**src/rtl/even_parity_serial_tx.sv**
```systemverilog
// Even-parity serial transmitter: takes one byte on a valid/ready handshake and shifts it out
// LSB-first as start, data, parity and stop bits, each bit held CLKS_PER_BIT clock cycles.
module even_parity_serial_tx #(
  parameter int DATA_W       = 8,
  parameter int CLKS_PER_BIT = 4,
  parameter int STOP_BITS    = 1
) (
  input  logic              clk,
  input  logic              rst_n,
  input  logic [DATA_W-1:0] in_data,
  input  logic              in_valid,
  output logic              in_ready,
  output logic              tx_out,
  output logic              parity_out,
  output logic              busy
);

  localparam int CNT_W = $clog2(STOP_BITS * CLKS_PER_BIT + 1);
  localparam int BIT_W = $clog2(DATA_W + 1);

  localparam logic [CNT_W-1:0] BIT_LAST  = CNT_W'(CLKS_PER_BIT - 1);
  localparam logic [CNT_W-1:0] STOP_LAST = CNT_W'(STOP_BITS * CLKS_PER_BIT - 1);
  localparam logic [BIT_W-1:0] DATA_LAST = BIT_W'(DATA_W - 1);

  typedef enum logic [2:0] {
    IDLE   = 3'd0,
    START  = 3'd1,
    DATA   = 3'd2,
    PARITY = 3'd3,
    STOP   = 3'd4
  } state_t;

  state_t            state;
  state_t            state_nxt;
  logic [CNT_W-1:0]  clk_cnt;
  logic [BIT_W-1:0]  bit_cnt;
  logic [DATA_W-1:0] shreg;
  logic              parity_q;

  logic accept;
  logic bit_done;
  logic stop_done;

  assign accept    = (state == IDLE) && in_valid;
  assign bit_done  = (clk_cnt == BIT_LAST);
  assign stop_done = (clk_cnt == STOP_LAST);

  // NOTE: sequential state uses non-blocking assignments only, so every flop samples
  // the pre-edge values regardless of the order of statements or blocks.
  always_ff @(posedge clk) begin
    if (!rst_n) begin
      state <= IDLE;
    end else begin
      state <= state_nxt;
    end
  end

  // NOTE: every combinational output gets a default before the case, so no path
  // through the block leaves a variable unassigned and no latch is inferred.
  always_comb begin
    state_nxt = state;
    case (state)
      IDLE:    if (accept) state_nxt = START;
      START:   if (bit_done) state_nxt = DATA;
      DATA:    if (bit_done && (bit_cnt == DATA_LAST)) state_nxt = PARITY;
      PARITY:  if (bit_done) state_nxt = STOP;
      STOP:    if (stop_done) state_nxt = IDLE;
      default: state_nxt = IDLE;
    endcase
  end

  // NOTE: the shift register is reset as well, so an aborted frame leaves no stale
  // byte behind; it is small enough that this costs nothing worth avoiding.
  always_ff @(posedge clk) begin
    if (!rst_n) begin
      clk_cnt  <= '0;
      bit_cnt  <= '0;
      shreg    <= '0;
      parity_q <= 1'b0;
    end else if (accept) begin
      clk_cnt  <= '0;
      bit_cnt  <= '0;
      shreg    <= in_data;
      parity_q <= ^in_data;
    end else if (state != IDLE) begin
      // The stop phase spans all stop bits as one long bit; every other phase is one bit.
      if ((state == STOP) ? stop_done : bit_done) begin
        clk_cnt <= '0;
      end else begin
        clk_cnt <= clk_cnt + CNT_W'(1);
      end
      if ((state == DATA) && bit_done) begin
        shreg   <= shreg >> 1;
        bit_cnt <= (bit_cnt == DATA_LAST) ? '0 : bit_cnt + BIT_W'(1);
      end
    end
  end

  always_comb begin
    tx_out = 1'b1;
    case (state)
      IDLE:    tx_out = 1'b1;
      START:   tx_out = 1'b0;
      DATA:    tx_out = shreg[0];
      PARITY:  tx_out = parity_q;
      STOP:    tx_out = 1'b1;
      default: tx_out = 1'b1;
    endcase
  end

  assign in_ready   = (state == IDLE);
  assign busy       = (state != IDLE);
  assign parity_out = parity_q;

endmodule

```
**config.mk**
```make
export PLATFORM = sky130hd
export DESIGN_NAME = even_parity_serial_tx
export DESIGN_NICKNAME = d
export VERILOG_FILES = /design/src/rtl/even_parity_serial_tx.sv
export SDC_FILE = /design/constraint.sdc
export NUM_CORES = 1
export LEC_CHECK = 0
export CAP_MARGIN = 15
export CORE_AREA = 5 5 53 55
export DETAILED_ROUTE_END_ITERATION = 8
export DIE_AREA = 0 0 58 60
export PLACE_DENSITY_LB_ADDON = 0.2
export SYNTH_ARGS = -nofsm -noshare
export SYNTH_HDL_FRONTEND = slang
export SYNTH_SLANG_ARGS = --single-unit
```
**constraint.sdc**
```tcl
create_clock -name clk -period 1.56 [get_ports clk]
set_clock_uncertainty 0.2 [all_clocks]
set_input_delay 0.234 -clock clk [delete_from_list [all_inputs] [get_ports clk]]
set_output_delay 0.234 -clock clk [all_outputs]
set_load 0.01 [all_outputs]
```
* Yosys cells after proc, flatten, opt, wreduce, memory -nomap -nowiden
Index checks and enable logic that the tools add are counted.
** Cells by class
- Add/subtract/negate cells :: 2
- Divide/modulo/power cells :: 0
- Bitwise operators :: 1
- $mul :: 0
- Reduce and logical (&&, ||, !) cells :: 12
- Multiplexer cells :: 12
- Order comparisons :: 0
- Shifts and indexed selects :: 0
- Equal/unequal tests :: 11
** Operators with widths (count)
- $mux W8 :: 3
- $mux W3 :: 6
- $pmux W3 S5 :: 1
- $eq A3 B2 Y1 const B :: 3
- $ne A2 B2 Y1 const B :: 4
- $reduce_xor A8 Y1 :: 1
- $reduce_and A5 Y1 :: 1
- $add A4 B1 Y4 const B :: 1
- $eq A4 B3 Y1 const B :: 1
- $mux W4 :: 1
- $reduce_and A2 Y1 :: 2
- $reduce_bool A2 Y1 :: 2
- $add A3 B1 Y3 const B :: 1
- $eq A3 B1 Y1 const B :: 1
- $eq A3 B3 Y1 const B :: 1
- $logic_and A1 B1 Y1 :: 3
- $logic_not A3 Y1 :: 1
- $pmux W1 S3 :: 1
- $reduce_bool A3 Y1 :: 1
- $ne A2 B1 Y1 const B :: 1
- $reduce_or A2 Y1 :: 1
- $not A1 Y1 :: 1
** Storage, ports and cells
- Latch bits :: 0
- Memory bits (writable) :: 0
- Memory bits (read-only) :: 0
- Input port bits :: 11
- Memories kept :: 0
- Output and inout port bits :: 4
- Logic and storage cells :: 43
- Register bits after elaboration :: 19

* Depth between registers and ports, before layout
- Depth after elaboration :: 5
- Depth in mapped cells :: 6

* Worst setup path before layout
OpenSTA, ideal clock, no wires.
- Path kind :: register to register
- From :: register clk_cnt[0]
- To :: register bit_cnt[3]
- Cell stages (with the launch flop) :: 7
- Required time :: 1.294 ns
- Arrival time :: 1.459 ns
- Setup slack :: -0.165 ns
- Path buffers :: 1
- Path through :: dfxtp_1 ha_1 nor2b_4 buf_6 nand3_4 or4_4 a21oi_2
** On the way
- Word-level cells in the longest chain between the ends :: 3
** RTL lines
- from (decl) :: RTL line 35 : logic [CNT_W-1:0] clk_cnt;
- from (signal assigned) :: RTL line 90 : clk_cnt <= clk_cnt + CNT_W'(1);
- $eq A3 B2 Y1 :: RTL line 45 : assign bit_done = (clk_cnt == BIT_LAST);
- $logic_and A1 B1 Y1 :: RTL line 92 : if ((state == DATA) && bit_done) begin
- $reduce_and A2 Y1 (no source line)
- to (signal assigned) :: RTL line 94 : bit_cnt <= (bit_cnt == DATA_LAST) ? '0 : bit_cnt + BIT_W'(1);
- to (decl) :: RTL line 36 : logic [BIT_W-1:0] bit_cnt;
No other way between the ends.
A chain may end at the register's enable or synchronous reset.

* Worst setup path in the final report
- From :: register state[2]
- To :: output in_ready
** On the way
- Word-level cells in the longest chain between the ends :: 1
** RTL lines
- from (decl) :: RTL line 33 : state_t state;
- from (signal assigned) :: RTL line 54 : state <= state_nxt;
- $logic_not A3 Y1 :: RTL line 111 : assign in_ready = (state == IDLE);
- to (decl) :: RTL line 12 : output logic in_ready,
No other way between the ends.

==> metrics.yaml <==
routing:
  detail_route.iter0.violations: 12
  dr_total_vias: 964
  drc: 0
  via_per_inst: 5.30
  final_antenna_net_count: 0
  route.final.wire_length_um: 2420
  drt_first_pass_iters: 4
  routed_len_inst_um: 13.3
global_routing:
  globalRoute.totalOverflow: 0
  antenna_found_initial: 0
  grt_start_max_net_pins: 15
  vias_in_the_first_global_route: 903
  groute.usage.overall_pct: 13.8
  global_route_wire_length_before_repair_um: 3680
sta:
  setup_slack_ps: -81.8
  slew_headroom_pct: 76.5
  drv_slew: 0
  fin_crit_ps: 1640
  worst_slew_pin_slew_ps: 351
  final_min_period_over_clock_period_pct: 105
  rsz0062_at_grt: "true"
  timing_hold_violations_final: 0
  setup_viol: 12
  holdWs_ps: 294
  fmax_mhz: 609
power_and_ir_drop:
  leakagePower_uw: 0.000609
  power_per_cell_area_nw_per_um2: 682
  ir_worst_vdd_uv: 535
clocking:
  cts_tree: "built"
  clk_root_buffer_cell: "clkbuf_4"
  clk_pin_slew_worst_paths_ps: 110
  insertion_delay_ps: 300
  cts_hold_repair.buffers: 0
  cts-htree-levels: 1
  cts_buffers: 3
  clock-sinks: 19
  clock_tree.buffer_depth: 2
synthesis:
  synth_enable_flop_cells: 0
  most_used_dff_post_synth: "dfxtp_1"
  proportion_of_synthesized_chip_area_in_sequential_cells_pct: 36.9
  gate_count_of_the_mapped_netlist: 113
  synth-async-reset-ratio_pct: 0
  syn-cell-area_um2: 1030
  syn-mean-instance-area_um2: 9.12
  post_synth_num_cell_types: 38
  synth.ff_latch_count: 19
  yosys_warnings: 0
  synthesis.nets: 126
cells_and_area:
  final_core_utilization_pct: 67.6
  antennaDiodeCount: 0
  finish.net_count: 166
  filler_cell_count: 187
  area_delta_synth_final_pct: 53.6
  final-seq-area_um2: 389
  multi_input_comb_area_um2: 722
  drive_above_1_share_pct: 45.4
  design_area_um2: 1580
worst_setup_path:
  worstSetupEndpointType: "output port"
  cp_data_required_time_ps: 1130
  timing.critical_path.slowest_cell_delay_ps: 410
  crit_start_category: "register"
  cp_cell_sequence: "or3_4 > inv_4 > buf_6"
  worstPathMaxFanout: 3
  slowest_stage: "or3_4"
  path_delay_family: "simple AND/OR/NAND/NOR gates"
  critical_path_class: "reg -> out"
  buf_inv_stages_crit_path: 2
  worst-endpoint-arrival_ps: 1210
floorplanning:
  initial_core_util_pct: 44.0
  floorplan.die.width_um: 58
  floorplan.rows: 18
  die_ht_um: 60
  floorplan.io_pins: 15
  placeable_core_region_um2: 2340
  design.die.area_um2: 3480
hold_path:
  worstHoldPathType: "reg -> reg"
run:
  maxCapViolCount: 0
outcome:
  run_status: "complete, but fails checks"
  failing_checks: "setup timing"
place:
  detailedPlacementHpwl_um: 1610
  buffer_ports.inserted: 14
  post_dp_cell_area_um2: 1330
  place.gp.congestion: 0.783
[worst reg2reg max path: stages, from the launching register on]
cell and delay [ps]:
dfxtp_2 350, buf_6 120, buf_8 120, nand2b_4 140, a21boi_4 220, clkbuf_16 190, buf_6 100, a311oi_2 70
[layer usage]
metal  up-vias  part of all wire, %  track usage, %
met5         -                    0               0
met4         0                  2.1            6.95
met3         5                  4.2            2.59
met2        22                   48            23.5
met1       461                   46            16.4
li1        476                    -               -
[cells in the mapped netlist (2+ instances only)]
library cell | instances | area share, %
nor2_1 | 16 | 5.8
mux2i_1 | 3 | 2.9
buf_6 | 3 | 3.3
nor3b_1 | 2 | 1.5
a21oi_1 | 4 | 1.9
o21ai_0 | 3 | 1.5
nor3_1 | 2 | 0.97
nand2_1 | 17 | 6.2
nand2_2 | 2 | 1.2
inv_1 | 2 | 0.73
xor2_1 | 2 | 1.7
xnor2_1 | 7 | 5.9
dfxtp_1 | 19 | 37
ha_1 | 2 | 2.4
a311oi_1 | 6 | 5.1
[through the flow]
| stage | std cells | setup WS (ps) | total power [uW] | setup TNS (ps) |
|---|---|---|---|---|
| after floorplan | 113 | -8.83 | 657 | -8.83 |
| after global placement | 170 | -175 | 760 | -1840 |
| after detailed placement | 170 | -200 | 763 | -2340 |
| after CTS | 177 | -84.3 | 1030 | -628 |
| after global routing | 182 | -127 | 1140 | -1340 |
| final | 182 | -81.8 | 1080 | -578 |
[power breakdown]
part           internal (uW)  total [uW]  leakage, uW  switching, uW
Combinational            163         293     0.000433            130
Sequential               511         530     0.000158           19.1
Clock                   95.7         257    0.0000177            161
[sequential cells by signal (all words and copies together), names as in the netlist]
name        cells
state           3
shreg           8
parity_out      1
clk_cnt         3
bit_cnt         4
[worst paths after layout]
path | start | end | slack [ps] | depth (start not counted)
setup reg to reg | state[1] | shreg[2] | -70 | 7
hold / removal | shreg[2] | shreg[1] | 290 | 2
setup / recovery | state[2] | in_ready | -80 | 3
hold reg to reg | shreg[2] | shreg[1] | 290 | 2
[cells in the final DEF, fill, tap and decap left out, types with 3 or more instances in the layout]
| cell | instances |
|---|---|
| dfxtp_2 | 7 |
| nor2_2 | 3 |
| nor2_4 | 3 |
| a21oi_1 | 4 |
| dfxtp_1 | 12 |
| mux2i_1 | 3 |
| xnor2_1 | 7 |
| buf_6 | 8 |
| clkdlybuf4s50_1 | 10 |
| nor2_1 | 11 |
| a311oi_2 | 4 |
| buf_4 | 18 |
| nand2_1 | 15 |
| clkbuf_4 | 3 |
[logic make-up (layout without fill, tap and decap cells)]
family	after synthesis	in the layout	synth area share, %
fa+ha+maj	2	2	2.43
simple gates	51	51	28.2
compound gates	21	21	16.4
flops	19	19	36.9
xor+xnor	9	9	7.65
mux	3	3	2.91
buf+inv	8	47	5.58
[final cells by class]
class	count	share of cell area, %
Clock buffer	3	1.42
Clock inverter	1	0.316
Inverter	3	0.869
Multi-Input combinational cell	86	45.6
Sequential cell	19	24.6
Tap cell	30	2.37
Timing Repair Buffer	40	24.9
[what timing repair did]
| action | 4_1_cts | 5_1_grt |
|---|---|---|
| pin swaps | 4 | 10 |
| setup buffers | 2 | 4 |
| cloned | 1 | 1 |
| endpoints found under the setup margin | 20 | 22 |
| resized for setup | 26 | 29 |
Note: power is estimated with default switching activity, not from simulation.
